<file path="src/rtl/proc_pkg.sv">
// Shared processor pipeline definitions: hold-stage state encodings and default widths.
package proc_pkg;

  typedef enum logic [1:0] {
    PIPE_EMPTY = 2'd0,
    PIPE_ONE   = 2'd1,
    PIPE_TWO   = 2'd2
  } pipeState_e;

  localparam int DEFAULT_DATA_W = 16;
  localparam int DEFAULT_CNT_W  = 16;

endpackage : proc_pkg

</file>
<file path="src/rtl/sat_counter.sv">
// Saturating up-counter with synchronous active-low reset and synchronous clear.
module sat_counter #(
  parameter int CNT_W = 16
) (
  input  logic             clk,
  input  logic             rst_n,
  input  logic             clear,
  input  logic             inc,
  output logic [CNT_W-1:0] count
);

  always_ff @(posedge clk) begin
    if (!rst_n) begin
      count <= '0;
    end else if (clear) begin
      count <= '0;
    end else if (inc && (count != {CNT_W{1'b1}})) begin
      count <= count + 1'b1;
    end
  end

endmodule : sat_counter

</file>
<file path="src/rtl/pipe_hold_stage.sv">
// Two-entry skid hold register between pipeline stages, with registered ready and flush.
// Optional stall counter enabled by defining PIPE_STALL_CNT_EN.
module pipe_hold_stage
  import proc_pkg::*;
#(
  parameter int DATA_W = DEFAULT_DATA_W
`ifdef PIPE_STALL_CNT_EN
  , parameter int CNT_W = DEFAULT_CNT_W
`endif
) (
  input  logic              clk,
  input  logic              rst_n,
  input  logic              in_valid,
  output logic              in_ready,
  input  logic [DATA_W-1:0] in_data,
  output logic              out_valid,
  input  logic              out_ready,
  output logic [DATA_W-1:0] out_data,
  input  logic              flush
`ifdef PIPE_STALL_CNT_EN
  , output logic [CNT_W-1:0] stall_cnt
`endif
);

  pipeState_e        stateQ, stateD;
  logic [DATA_W-1:0] mainQ, mainD;
  logic [DATA_W-1:0] skidQ, skidD;
  logic              outValidQ, inReadyQ;
  logic              push, pop;

  assign push = in_valid & inReadyQ;
  assign pop  = outValidQ & out_ready;

  // NOTE: every always_comb output gets a default first, so no path leaves a latch.
  always_comb begin
    stateD = stateQ;
    mainD  = mainQ;
    skidD  = skidQ;
    if (flush) begin
      // Flush only empties the stage; stale data words are never observed again.
      stateD = PIPE_EMPTY;
    end else begin
      unique case (stateQ)
        PIPE_EMPTY: begin
          if (push) begin
            mainD  = in_data;
            stateD = PIPE_ONE;
          end
        end
        PIPE_ONE: begin
          unique case ({push, pop})
            2'b11: mainD = in_data;
            2'b10: begin
              skidD  = in_data;
              stateD = PIPE_TWO;
            end
            2'b01: stateD = PIPE_EMPTY;
            default: ;
          endcase
        end
        PIPE_TWO: begin
          if (pop) begin
            mainD  = skidQ;
            stateD = PIPE_ONE;
          end
        end
        default: stateD = PIPE_EMPTY;
      endcase
    end
  end

  // NOTE: state uses non-blocking assignments so all registers update from pre-edge values.
  always_ff @(posedge clk) begin
    if (!rst_n) begin
      stateQ    <= PIPE_EMPTY;
      outValidQ <= 1'b0;
      inReadyQ  <= 1'b1;
      // NOTE: data registers are reset too so out_data reads a known zero after reset.
      mainQ     <= '0;
      skidQ     <= '0;
    end else begin
      stateQ    <= stateD;
      outValidQ <= (stateD != PIPE_EMPTY);
      inReadyQ  <= (stateD != PIPE_TWO);
      mainQ     <= mainD;
      skidQ     <= skidD;
    end
  end

  assign in_ready  = inReadyQ;
  assign out_valid = outValidQ;
  assign out_data  = mainQ;

`ifdef PIPE_STALL_CNT_EN
  // Clear wins over increment, so the flush cycle itself is never counted.
  sat_counter #(
    .CNT_W (CNT_W)
  ) u_stall_cnt (
    .clk   (clk),
    .rst_n (rst_n),
    .clear (flush),
    .inc   (outValidQ & ~out_ready),
    .count (stall_cnt)
  );
`endif

endmodule : pipe_hold_stage
</file>
<file path="config.mk">
export PLATFORM = sky130hd
export DESIGN_NAME = pipe_hold_stage
export DESIGN_NICKNAME = d
export VERILOG_FILES = /design/src/rtl/proc_pkg.sv /design/src/rtl/sat_counter.sv /design/src/rtl/pipe_hold_stage.sv
export SDC_FILE = /design/constraint.sdc
export NUM_CORES = 1
export LEC_CHECK = 0
export CAP_MARGIN = 0
export CORE_MARGIN = 10
export CORE_UTILIZATION = 36
export DETAILED_ROUTE_END_ITERATION = 12
export SLEW_MARGIN = 20
export SYNTH_ARGS = -nofsm -noshare
export SYNTH_HDL_FRONTEND = slang
export SYNTH_HIERARCHICAL = 1
export SYNTH_SLANG_ARGS = --single-unit
</file>
<file path="constraint.sdc">
create_clock -name clk -period 1.8 [get_ports clk]
set_input_delay 0.18 -clock clk [delete_from_list [all_inputs] [get_ports clk]]
set_output_delay 0.18 -clock clk [all_outputs]
set_load 0.01 [all_outputs]
</file>
==> results.rst <==
.. list-table::
   :header-rows: 1

   * - Metric
     - Value
   * - Worst Max-Slew Pin Slew
     - between 0.3 and 0.4 ns
   * - Achievable clock frequency
     - 650 MHz
   * - Nets
     - 256
   * - First-pass DRT Iterations
     - 4
   * - Antenna violations before repair
     - 0
   * - Critical path class
     - flip-flop to flip-flop
   * - CTS tree
     - done
   * - Dpl hpwl
     - 3620 µm
   * - Launching element type of the critical path
     - flip-flop
   * - 1st-iter DRT viols
     - 151
   * - Leading cell types by count after synthesis
     - 36 x sky130_fd_sc_hd__dfxtp_1, 33 x sky130_fd_sc_hd__nand2_1, 19 x sky130_fd_sc_hd__a21oi_1, 17 x sky130_fd_sc_hd__a221oi_1, 17 x sky130_fd_sc_hd__o21ai_0
   * - Cell accounting for the most synthesized area
     - sky130_fd_sc_hd__dfxtp_1
   * - Number of standard-cell rows in the floorplan
     - 24
   * - Post-cts resize count
     - 0
   * - Syn_nets
     - 211
   * - Async S/R FF share, synth
     - 0
   * - Pleak
     - 0.821 nW
   * - Cell types occupying the most area after synthesis
     - sky130_fd_sc_hd__dfxtp_1 42%, sky130_fd_sc_hd__a311oi_2 8.8%, sky130_fd_sc_hd__a221oi_1 8.8%, sky130_fd_sc_hd__nand2_1 7.3%, sky130_fd_sc_hd__a21oi_1 5.6%
   * - RePlAce Congestion
     - 0.813
   * - WP data arrival
     - 1.73 ns
   * - H-tree level count
     - 2
   * - Floorplan Core Area
     - ~4500 µm²
   * - Fraction of layout cells with a size suffix above 1
     - 0.174
   * - Result of the run
     - completed
   * - Final Setup Violations
     - 0
   * - Setup repair after global routing missed its margin
     - false
   * - Top flip-flop cell by instance count after synthesis
     - sky130_fd_sc_hd__dfxtp_1
   * - Initial core utilization
     - 0.380
   * - Synth unique cells
     - 29
   * - Hold Crit Start
     - skidQ[13]
   * - Areal power density over the cells
     - 834 nW/µm²
   * - Power after layout
     - 1.96 mW
   * - Hold Fails Final Rpt
     - 0
   * - Number of global-route vias before repair
     - 1737
   * - Area growth, synth to finish
     - 37.8%
   * - Highest fanout seen on the critical path
     - 10
   * - Beginning of the critical path
     - stateQ[1]
   * - Hold-fix buffers at CTS
     - 0
   * - Clock latency on the worst-skew pair
     - 0.29 ns
   * - Worst hold path class
     - flip-flop to flip-flop
   * - Data required time at the worst endpoint
     - 1.99 ns
   * - Number of warning messages in the yosys log
     - 6
   * - Via total after detailed routing
     - ~1700
   * - Post-layout minimum cycle time
     - 1.54 ns
   * - # port buffers
     - 38
   * - Total length of routed wires
     - slightly above 5000 µm
   * - Number of max-slew violations in the final report
     - 0
   * - Max-cap violations
     - 0
   * - Number of sinks on the clock net
     - 36
   * - Sequential-to-total area share from yosys stat
     - 0.424
   * - Number of remaining DRC errors
     - 0
   * - Clock buffer count from CTS
     - 5
   * - Post-route setup TNS
     - 0 ns
   * - CP endpoint kind
     - flip-flop
   * - Worst slew margin relative to its limit
     - 0.773
   * - Wire length of the first global-routing pass
     - 8310 µm
   * - Ports placed on the boundary
     - 39
   * - Via density per instance
     - 5.92
   * - Die H
     - ~89 µm
   * - FF-to-FF Start
     - stateQ[1]
   * - CTS Buffer Depth
     - 2
   * - Remaining global-route overflow
     - 0
   * - Mapped Area
     - 1700 µm²
   * - Residual antenna-violating net count after detailed routing
     - 0
   * - Library cell with the highest instance count after synthesis
     - sky130_fd_sc_hd__dfxtp_1
   * - Routed WL per cell
     - 17.9 µm
   * - Clock tree skew after final layout
     - 0.00856 ns
   * - Worst-path clk slew
     - 0.08 ns
   * - Maximum number of pins on one net before global-route repair
     - 20
   * - Total of flip-flops plus latches after synthesis
     - 36
   * - # diodes
     - 0
   * - Highest ir drop seen on vdd
     - 460 µV
   * - Average size of a mapped cell
     - 8.96 µm²
   * - Portion of synthesized cell area occupied by the leading cell type
     - 0.424
   * - Die Wd
     - 88.8 µm
   * - Global-route total usage across every layer
     - 0.135
   * - Library cell used as clock root buffer
     - sky130_fd_sc_hd__clkbuf_8
   * - Final worst path period share
     - 0.855
   * - Die footprint
     - between 7000 and 8000 µm²
   * - Synthesized netlist cell count
     - 190
   * - Setup Fix Bufs, Post-CTS
     - 0
   * - Number of enable flip-flop cells after synthesis
     - 0
layout make-up:
type                    count  area [µm²]
inverters                   2        7.51
flip-flops and latches     36         721
clock inverters             1        30.0
well taps                  52        65.1
clock buffers               7        96.3
multi-input cells         132         870
fillers                   415        2130
repair buffers             58         556
sequential cells by signal, indices dropped and copies added, names as in the netlist:
name       cells
in_ready       1
skidQ         16
stateQ         2
out_data      16
out_valid      1
worst max-delay path, stage by stage, from the launching register on:
cell                       delay [ns]
sky130_fd_sc_hd__dfxtp_1         0.51
sky130_fd_sc_hd__and4b_1         0.35
sky130_fd_sc_hd__buf_4           0.22
sky130_fd_sc_hd__a221oi_1        0.09
sky130_fd_sc_hd__a311oi_1        0.28
per-stage QoR:
step / instances / utilization / instance area [µm²] / hold WS [ns] / setup slack, ns
final: 288 / 0.524 / 2340 / 0.479 / 0.261
after global routing: 288 / 0.524 / 2340 / 0.494 / 0.136
after CTS: 288 / 0.524 / 2340 / 0.477 / 0.260
after detailed placement: 280 / 0.496 / 2220 / 0.466 / 0.00885
after global placement: 280 / 0.496 / 2220 / 0.461 / 0.0804
after floorplan: 190 / - / 1700 / 0.328 / 0.436
placed cells by master, fill, tap and decap left out, drive strengths merged, types with 7 or more instances in the layout:
cell type / Yosys / final
nand3: 16 / 16
nand2: 33 / 33
a221oi: 17 / 17
buf: 10 / 20
o21ai: 17 / 17
clkdlybuf4s50: 0 / 38
a311oi: 16 / 16
clkbuf: 10 / 7
dfxtp: 36 / 36
a21oi: 19 / 19
worst paths after layout:
| path | slack, ns | to | depth (start not counted) |
|---|---|---|---|
| setup reg to reg | 0.26 | out_data[7] | 4 |
| hold / removal | 0.48 | skidQ[13] | 2 |
| hold reg to reg | 0.48 | skidQ[13] | 2 |
| setup / recovery | 0.26 | out_data[7] | 4 |
cell families (layout without fill, tap and decap cells):
group | after synthesis | in the layout | synth area share
buf+inv | 22 | 68 | 0.0743
flops | 36 | 36 | 0.424
compound gates | 73 | 73 | 0.338
simple gates | 59 | 59 | 0.164
power breakdown:
group / internal (mW) / total [mW] / switching (mW)
Sequential: 0.830 / 0.852 / 0.0216
Clock: 0.489 / 0.779 / 0.291
Combinational: 0.172 / 0.324 / 0.152
Total: 1.49 / 1.96 / 0.464
metal layers:
metal,track usage,up-vias,routed length (µm)
met1,0.144,822,2010
met3,0.0303,9,284
met2,0.244,66,2780
met5,0,-,0
met4,0.0646,0,93
li1,-,807,-
(Power assumes the default switching activity.)
==> patch: new RTL, config.mk and constraints unchanged <==
The 3 states of `pipeState_e` get a one-hot encoding in 3 bits.
--- a/src/rtl/proc_pkg.sv
+++ b/src/rtl/proc_pkg.sv
@@ -1,10 +1,10 @@
 // Shared processor pipeline definitions: hold-stage state encodings and default widths.
 package proc_pkg;
 
-  typedef enum logic [1:0] {
-    PIPE_EMPTY = 2'd0,
-    PIPE_ONE   = 2'd1,
-    PIPE_TWO   = 2'd2
+  typedef enum logic [2:0] {
+    PIPE_EMPTY = 3'b001,
+    PIPE_ONE   = 3'b010,
+    PIPE_TWO   = 3'b100
   } pipeState_e;
 
   localparam int DEFAULT_DATA_W = 16;
Function: same outputs for any inputs over 10 cycles, from zero or initial values and one cycle with rst_n low; not proved beyond that.
==> patch against the original RTL <==
- worst setup slack worse by 78 ps
- power is 17% lower
- register-to-register slack worse by 70 ps
- via count is 23% lower
- cell area is 3.4% lower
- area after synthesis is 1.8% higher
- sequential cell count is 1 higher
- core utilization is 4.1 points lower
- wire length is 27% lower
- critical path type is now input pin to register
==> patch: results (changes against the original RTL) <==
status:
  status: "finished clean"
setup_path:
  max_stage_delay_ps: 660  # +150 ps
  arrival_ps: 1800  # +70 ps
  crit_path_start: "in_valid"
  setup.worst_path.end: "skidQ[14]"
  ff2ff_setup_slack_ps: 190  # -70 ps
  cp_top_family: "simple AND/OR/NAND/NOR gates"
  crit_fanout: 16  # +6
clock_tree:
  cts.sinks: 37  # +2.8%
power_and_ir_drop:
  swShare_pct: 23.7  # about the same
  ir_drop_uv: 383  # -17%
final_layout:
  drive_gt1_share_pct: 9.63  # -7.7 points
  clockBufferCount: 6  # -1
  layout.non_clock_buffers: 47  # -19%
  fillers: 446  # +7.5%
  seq_area_um2: 741  # +2.8%
  multi_input_area_share_pct: 40.0  # +2.9 points
routing:
  via_per_inst: 4.81  # -19%
placement:
  place_congestion: 0.832  # +2.3%
  dp.cells: 264  # -5.7%
min_path:
  min_to: "out_data[14]"
  hp-start: "out_data[14]"
logic_synthesis:
  synth_nets: 196  # -7.1%
  synth.area.top_cells: "dfxtp_1 43%, mux2i_1 18%, o211ai_1 6.9%"
  avgSynthCellArea_um2: 9.95  # +11%
global_route:
  grt_pass1_wl_mm: 6.36  # -23%
  grt_max_degree: 34  # +70%
[patch: layer usage]
layer  global-route usage, %  wire length, um  part of all wire, %  vias to the layer above
met5                       0                0                    0                        -
met4                    4.34               61                  1.6                        0
met3                    4.47              202                  5.4                        7
met2                    17.7             1890                   50                       22
met1                    11.0             1620                   43                      597
li1                        -                -                    -                      683
[patch: logic make-up after synthesis]
family | Yosys count | synth area share [%]
buffers and inverters | 13 | 4.91
AOI/OAI and AO/OA | 23 | 9.90
muxes | 32 | 18.5
DFF | 37 | 42.8
adders and majority gates | 1 | 0.722
and+or+nand+nor | 68 | 23.2
[patch: through the flow]
stage	hold slack [ps]	cell area, um^2	total power [mW]	setup WS (ps)	TNS [ps]
floorplan	346	1730	0.972	211	0
global placement	442	2180	1.08	-49.9	-714
detailed placement	446	2180	1.09	-133	-2660
CTS	461	2260	1.65	179	0
global route	490	2260	1.71	107	0
finish	458	2260	1.62	183	0
